**config.mk**
```make
export PLATFORM = sky130hd
export DESIGN_NAME = pwm_multi_channel
export DESIGN_NICKNAME = d
export VERILOG_FILES = /design/src/rtl/pwm_multi_channel.sv
export SDC_FILE = /design/constraint.sdc
export NUM_CORES = 1
export LEC_CHECK = 0
export CAP_MARGIN = 0
export CORE_ASPECT_RATIO = 0.9
export CORE_UTILIZATION = 43
export DETAILED_ROUTE_END_ITERATION = 8
export PLACE_DENSITY = 0.74
export SETUP_SLACK_MARGIN = 0.3
export SLEW_MARGIN = 0
export SYNTH_ARGS = -nofsm -noshare
export SYNTH_HDL_FRONTEND = slang
export SYNTH_SLANG_ARGS = --single-unit
```
**constraint.sdc**
```tcl
create_clock -name clk -period 3.2 [get_ports clk]
set_input_delay 0.32 -clock clk [delete_from_list [all_inputs] [get_ports clk]]
set_output_delay 0.32 -clock clk [all_outputs]
set_load 0.01 [all_outputs]
```
**src/rtl/pwm_multi_channel.sv**
```systemverilog
// pwm_multi_channel: N-channel edge/center-aligned PWM with double-buffered duty and graceful stop
module pwm_multi_channel #(
  parameter int NUM_CH = 3,
  parameter int CNT_W  = 8
) (
  input  logic                    clk,
  input  logic                    reset_n,
  input  logic                    enable,
  input  logic                    center_mode,
  input  logic [CNT_W-1:0]        period,
  input  logic [NUM_CH*CNT_W-1:0] duty,
  input  logic                    duty_valid,
  output logic                    duty_ready,
  output logic [NUM_CH-1:0]       pwm_out,
  output logic                    period_tick,
  output logic                    busy
);
  typedef enum logic [1:0] {IDLE, RUN, STOP} state_e;
  state_e                    state_q, state_d;
  logic [CNT_W-1:0]          cnt_q, cnt_d, p_act_q, p_act_d;
  logic                      dir_q, dir_d, mode_act_q, mode_act_d;
  logic                      pending_q, pending_d, first_q, first_d, tick_q, tick_d;
  logic [NUM_CH*CNT_W-1:0]   shadow_q, shadow_d, duty_act_q, duty_act_d;
  logic [NUM_CH-1:0]         pwm_q, pwm_d, cmp;
  logic                      center, wrap, boundary, accept, idle, turn;
  // period geometry: center mode with P=0 degenerates to edge mode; dir_q=1 means counting down
  always_comb begin
    idle     = state_q == IDLE;
    center   = mode_act_q && (p_act_q != '0);
    turn     = cnt_q == p_act_q - CNT_W'(1);
    wrap     = center ? (dir_q && cnt_q == '0) : (cnt_q == p_act_q);
    boundary = idle ? enable : wrap;
    accept   = duty_valid && !pending_q;
  end
  // run/stop control: a stop request only takes effect once the current period has finished
  always_comb begin
    state_d = idle ? (enable ? RUN : IDLE)
            : enable ? RUN
            : (state_q == STOP && wrap) ? IDLE : STOP;
  end
  // counter and direction; every boundary restarts at 0 counting up
  always_comb begin
    cnt_d = (idle || wrap) ? '0
          : !center ? cnt_q + CNT_W'(1)
          : dir_q ? cnt_q - CNT_W'(1)
          : turn ? cnt_q : cnt_q + CNT_W'(1);
    dir_d = !(idle || wrap) && center && (dir_q || turn);
  end
  // boundary loads and the duty shadow handshake; a boundary frees the shadow before a new accept
  always_comb begin
    p_act_d    = boundary ? period : p_act_q;
    mode_act_d = boundary ? center_mode : mode_act_q;
    duty_act_d = (boundary && pending_q) ? shadow_q : duty_act_q;
    shadow_d   = accept ? duty : shadow_q;
    pending_d  = accept || (pending_q && !boundary);
  end
  // registered outputs, forced low in IDLE and on the cycle that enters IDLE
  always_comb begin
    cmp = '0;
    for (int i = 0; i < NUM_CH; i++) cmp[i] = cnt_q < duty_act_q[i*CNT_W +: CNT_W];
    first_d = boundary && state_d != IDLE;
    tick_d  = first_q && state_d != IDLE;
    pwm_d   = (idle || state_d == IDLE) ? '0 : cmp;
  end
  // state registers
  always_ff @(posedge clk or negedge reset_n) begin
    if (!reset_n) begin
      state_q    <= IDLE;
      cnt_q      <= '0;
      dir_q      <= 1'b0;
      p_act_q    <= '0;
      mode_act_q <= 1'b0;
      pending_q  <= 1'b0;
      shadow_q   <= '0;
      duty_act_q <= '0;
      first_q    <= 1'b0;
      tick_q     <= 1'b0;
      pwm_q      <= '0;
    end else begin
      state_q    <= state_d;
      cnt_q      <= cnt_d;
      dir_q      <= dir_d;
      p_act_q    <= p_act_d;
      mode_act_q <= mode_act_d;
      pending_q  <= pending_d;
      shadow_q   <= shadow_d;
      duty_act_q <= duty_act_d;
      first_q    <= first_d;
      tick_q     <= tick_d;
      pwm_q      <= pwm_d;
    end
  end
  assign duty_ready  = !pending_q;
  assign pwm_out     = pwm_q;
  assign period_tick = tick_q;
  assign busy        = !idle;
endmodule

```
# [Word level (Yosys, flattened, before mapping)]
# Cells that the tools add are included.
[word_totals] regBits=74 inputBits=37 out_inout_bits=6 elab_cells=55
[classes] n_addsub=3 magnitude_cmp=3 n_eq_ne=4 muxes=11 n_reduce_logical=23
[ops] operator="8-bit two-way mux" n=4
[ops] operator="8-bit < comparator" n=3
[ops] operator="8-bit == test" n=2
[ops] operator="8-bit by 1-bit subtractor with 8-bit output (second input constant)" n=2
[ops] operator="1-bit logical AND" n=10
[ops] operator="8-bit by 1-bit adder with 8-bit output (second input constant)" n=1
[ops] operator="8-bit zero test" n=1
[ops] operator="8-bit nonzero test" n=1
[ops] operator="2-bit two-way mux" n=3
[ops] operator="1-bit zero test" n=4
[ops] operator="2-bit zero test" n=2
[ops] operator="1-bit logical OR" n=4
[ops] operator="4-bit by 3-bit != test with 1-bit output (second input constant)" n=1
[ops] operator="1-bit two-way mux" n=3
[ops] operator="3-bit two-way mux" n=1
[ops] operator="2-bit == test (second input constant)" n=1
[ops] operator="2-bit nonzero test" n=1

# [Longest topological paths before layout]
[logic_depth] word_depth=10 mapped_depth=10 mapped_depth_nobuf=8

# [Worst setup path before layout]
# Ideal clock, no wire load.
[synth_path] kind="reg-to-reg" startpoint="register cnt_q[1]" endpoint="register mode_act_q" setup_ps=125 arrival_time_ps=2218 path_slack_ps=857 stages_incl_launch_ff=10 period_less_slack_ps=2343 cell_sequence="dfrtp_1 -> clkbuf_1 -> inv_1 -> ha_1 -> nand4bb_1 -> nor3_2 -> or2b_1 -> a31oi_4 -> buf_2 -> mux2_2"
[synth_between] elab_chain_cells=4
[synth_rtl] element="from (decl)" line_no="20" source="logic [CNT_W-1:0] cnt_q, cnt_d, p_act_q, p_act_d;"
[synth_rtl] element="from (signal assigned)" line_no="81" source="cnt_q <= cnt_d;"
[synth_rtl] element="8-bit zero test" line_no="31" source="wrap = center ? (dir_q && cnt_q == '0) : (cnt_q == p_act_q);"
[synth_rtl] element="1-bit logical AND" line_no="31"
[synth_rtl] element="1-bit two-way mux *" line_no="31"
[synth_rtl] element="1-bit two-way mux *" line_no="32" source="boundary = idle ? enable : wrap;"
[synth_rtl] element="to (signal assigned)" line_no="84" source="mode_act_q <= mode_act_d;"
[synth_rtl] element="to (decl)" line_no="21" source="logic dir_q, dir_d, mode_act_q, mode_act_d;"
# Every way passes the cells marked *; elsewhere a longest branch is shown, timed or not.
# A chain may end at the register's enable or synchronous reset.

# [Worst setup path in the final report]
[layout_path] startpoint="register p_act_q[0]" endpoint="register duty_act_q[23]"
[layout_between] elab_chain_cells=5
[layout_rtl] element="from (decl)" line_no="20"
[layout_rtl] element="from (signal assigned)" line_no="83" source="p_act_q <= p_act_d;"
[layout_rtl] element="8-bit nonzero test" line_no="29" source="center = mode_act_q && (p_act_q != '0);"
[layout_rtl] element="1-bit logical AND" line_no="29"
[layout_rtl] element="1-bit two-way mux *" line_no="31"
[layout_rtl] element="1-bit two-way mux *" line_no="32"
[layout_rtl] element="1-bit logical AND *" line_no="53" source="duty_act_d = (boundary && pending_q) ? shadow_q : duty_act_q;"
[layout_rtl] element="to (signal assigned)" line_no="87" source="duty_act_q <= duty_act_d;"
[layout_rtl] element="to (decl)" line_no="23" source="logic [NUM_CH*CNT_W-1:0] shadow_q, shadow_d, duty_act_q, duty_act_d;"
# Marks and branches as above.

==> flow_summary.ini <==
[outcome]
status = finished clean

[critical_path]
worstPathArrival_ps = 2810
worstSetupPathType = flop to flop
startpoint_type = flop
end_kind = flop
cp_max_fo = 25
required_ps = 3430
reg2reg_depth = 8

[yosys]
yosys.area_share.simple_pct = 10.4
synth-edff-count = 0
synthAdderAreaFrac_pct = 7.74
ys_ff_latch = 74
synth_cells = 346
async_reset_ff_share_pct = 100
synth_top_family_by_area = multiplexers
ys_types = 48
synth_warnings = 0
syn-num-nets = 408
syn_avg_cell_area_um2 = 11.7
synth-xor-area-share_pct = 3.59
synth_area_um2 = 4040
muxShareOfSynthArea_pct = 18.8
synth-seq-area-share_pct = 45.8
synth_compound_area_share_pct = 8.82
synth_ff_type = dfrtp_1

[final_layout]
layout_common_cells = dfrtp_1 (74), clkdlybuf4s50_1 (41), mux2_2 (36)
fin_nets = 451
syn_to_final_growth_pct = 18.0
nFillCells = 803
multi_input_comb_area_um2 = 2000
antennaDiodeCount = 0
final_common_cell = dfrtp_1
drive_gt1_share_pct = 21.4
utilization_pct = 52.3
seq_area_um2 = 1850

[grt]
antenna_found_initial = 0
grt_first_pass_wirelength_um = 13500
grt_max_degree = 75
grt_overflow = 0
grt_usage_pct = 17.8
grt_pass1_vias = 2755

[cts]
cts_buffer_depth = 2
clk_latency_ps = 350
htree_levels = 3
ctsRootBufferMaster = clkbuf_8
cts-buffers-inserted = 9
post_cts_buffers = 0
cts_tree = built
cts_sinks = 74
cts_hold_buffers = 0
path_clk_slew_ps = 80
cts_resized = 0

[timing]
period_share_pct = 80.6
setup_viol = 0
clock.fmax_mhz = 388
slew_violations = 0
hold_viol = 0
slew_headroom_pct = 39.9
fin_setup_tns_ps = 0
fin_skew_ps = 7.39
hold_slack_ps = 184
fin_crit_ps = 2580
worst_pin_slew_ps = 902
rsz0062_at_grt = no
setup_ws_ps = 621

[drt]
drt_iter0_drc = 124
vias_per_cell = 5.22
wl_met1_um = 3750
wire_per_inst_um = 15.0
highest_layer = met4
finalWirelength_um = 7690
route.met2.wl_um = 3460
ant_nets = 0
vias = 2685
wl_met3_um = 337
drc_errors = 0
drt_pass1_iterations = 4

[power]
p_total_mw = 3.34
p_leak_nw = 2.21
powerDensity_nw_per_um2 = 700
ir_drop_mv = 0.315

[place]
buffer_ports.inserted = 42
hpwl_um = 5520
globalplace.congestion = 0.862
dp_slack_ps = 634

[floorplanning]
coreArea_um2 = 9130
die_x_um = 104
die_y_um = 94
io_pins = 43
initial_core_util_pct = 44.3
rows = 33
die_area_um2 = 9800

[hold_path]
hold_class = input port to asynchronous set/reset pin

[job]
drv_cap = 0
==> worst paths after layout <==
| check | startpoint | to | slack [ps] |
|---|---|---|---|
| worst max-delay path | p_act_q[0] | duty_act_q[23] | 620 |
| worst min-delay path | reset_n | dir_q | 180 |
| worst max register to register | p_act_q[0] | duty_act_q[23] | 620 |
| worst min register to register | shadow_q[20] | duty_act_q[20] | 500 |
| max in group asynchronous | reset_n | duty_act_q[9] | 2440 |
| min in group clk | shadow_q[20] | duty_act_q[20] | 500 |
==> power by group <==
group	switching, mW	leakage (nW)	internal [mW]
clock network	0.331	0.0946	0.395
registers	0.246	0.886	1.25
logic	0.453	1.23	0.672
total	1.03	2.21	2.31
==> logic make-up after synthesis <==
group,Yosys count
and+or+nand+nor,74
xor gates and xnor gates,15
adders and majority gates,25
muxes,62
AOI/OAI and AO/OA,50
buffers and inverters,46
DFF,74
==> flip-flops by register name, summed over array words and instances, names as in the netlist, 2 cells and up <==
name,cells
duty_act_q,24
shadow_q,24
cnt_q,8
p_act_q,8
pwm_out,3
state_q,2
==> layout make-up <==
type	count	area share [%]
multi-input combinational	226	41.9
clock inverter	2	0.786
inverter	29	2.28
sequential	74	38.8
clock buffer	12	3.25
timing repair buffer	49	9.80
tap	122	3.20
==> metal layers <==
| layer | up-vias | track usage, % |
|---|---|---|
| met5 | - | 0 |
| met4 | 0 | 8.33 |
| met3 | 10 | 3.12 |
| met2 | 63 | 27.7 |
| met1 | 1318 | 24.3 |
| li1 | 1294 | - |
==> stage by stage <==
step	std cells	area (µm²)
2_1_floorplan	346	4040
3_3_place_gp	500	4580
3_5_place_dp	500	4580
4_1_cts	514	4770
5_1_grt	514	4770
6_report	514	4770
==> cell usage after synthesis (all sizes together) (2+ instances only) <==
cell type | number | area, µm²
dfrtp | 74 | 1850
mux2 | 55 | 691
inv | 29 | 109
ha | 25 | 313
nand2 | 15 | 63.8
nor2 | 14 | 52.6
o21ai | 12 | 71.3
clkbuf | 9 | 33.8
a21oi | 8 | 40.0
buf | 8 | 52.6
nand2b | 8 | 50.1
nor3 | 8 | 45.0
xor2 | 8 | 70.1
mux2i | 7 | 70.1
a211oi | 6 | 45.0
a21o | 6 | 45.0
xnor2 | 6 | 52.6
o21a | 5 | 37.5
a22oi | 4 | 30.0
and3 | 4 | 25.0
nand3 | 4 | 25.0
nand4 | 4 | 25.0
nor4b | 4 | 35.0
or3 | 4 | 25.0
a31oi | 2 | 27.5
nor2b | 2 | 12.5
==> worst max-delay path, cell delays in order (launching register included) <==
cell and delay (ps):
dfrtp_1 420, inv_1 110, ha_1 150, or4b_4 470, o21ai_4 210, or2b_1 200, a31oi_4 110, nand2_4 360
mux2_2 400
No activity file was read; power rests on OpenSTA's default activity.
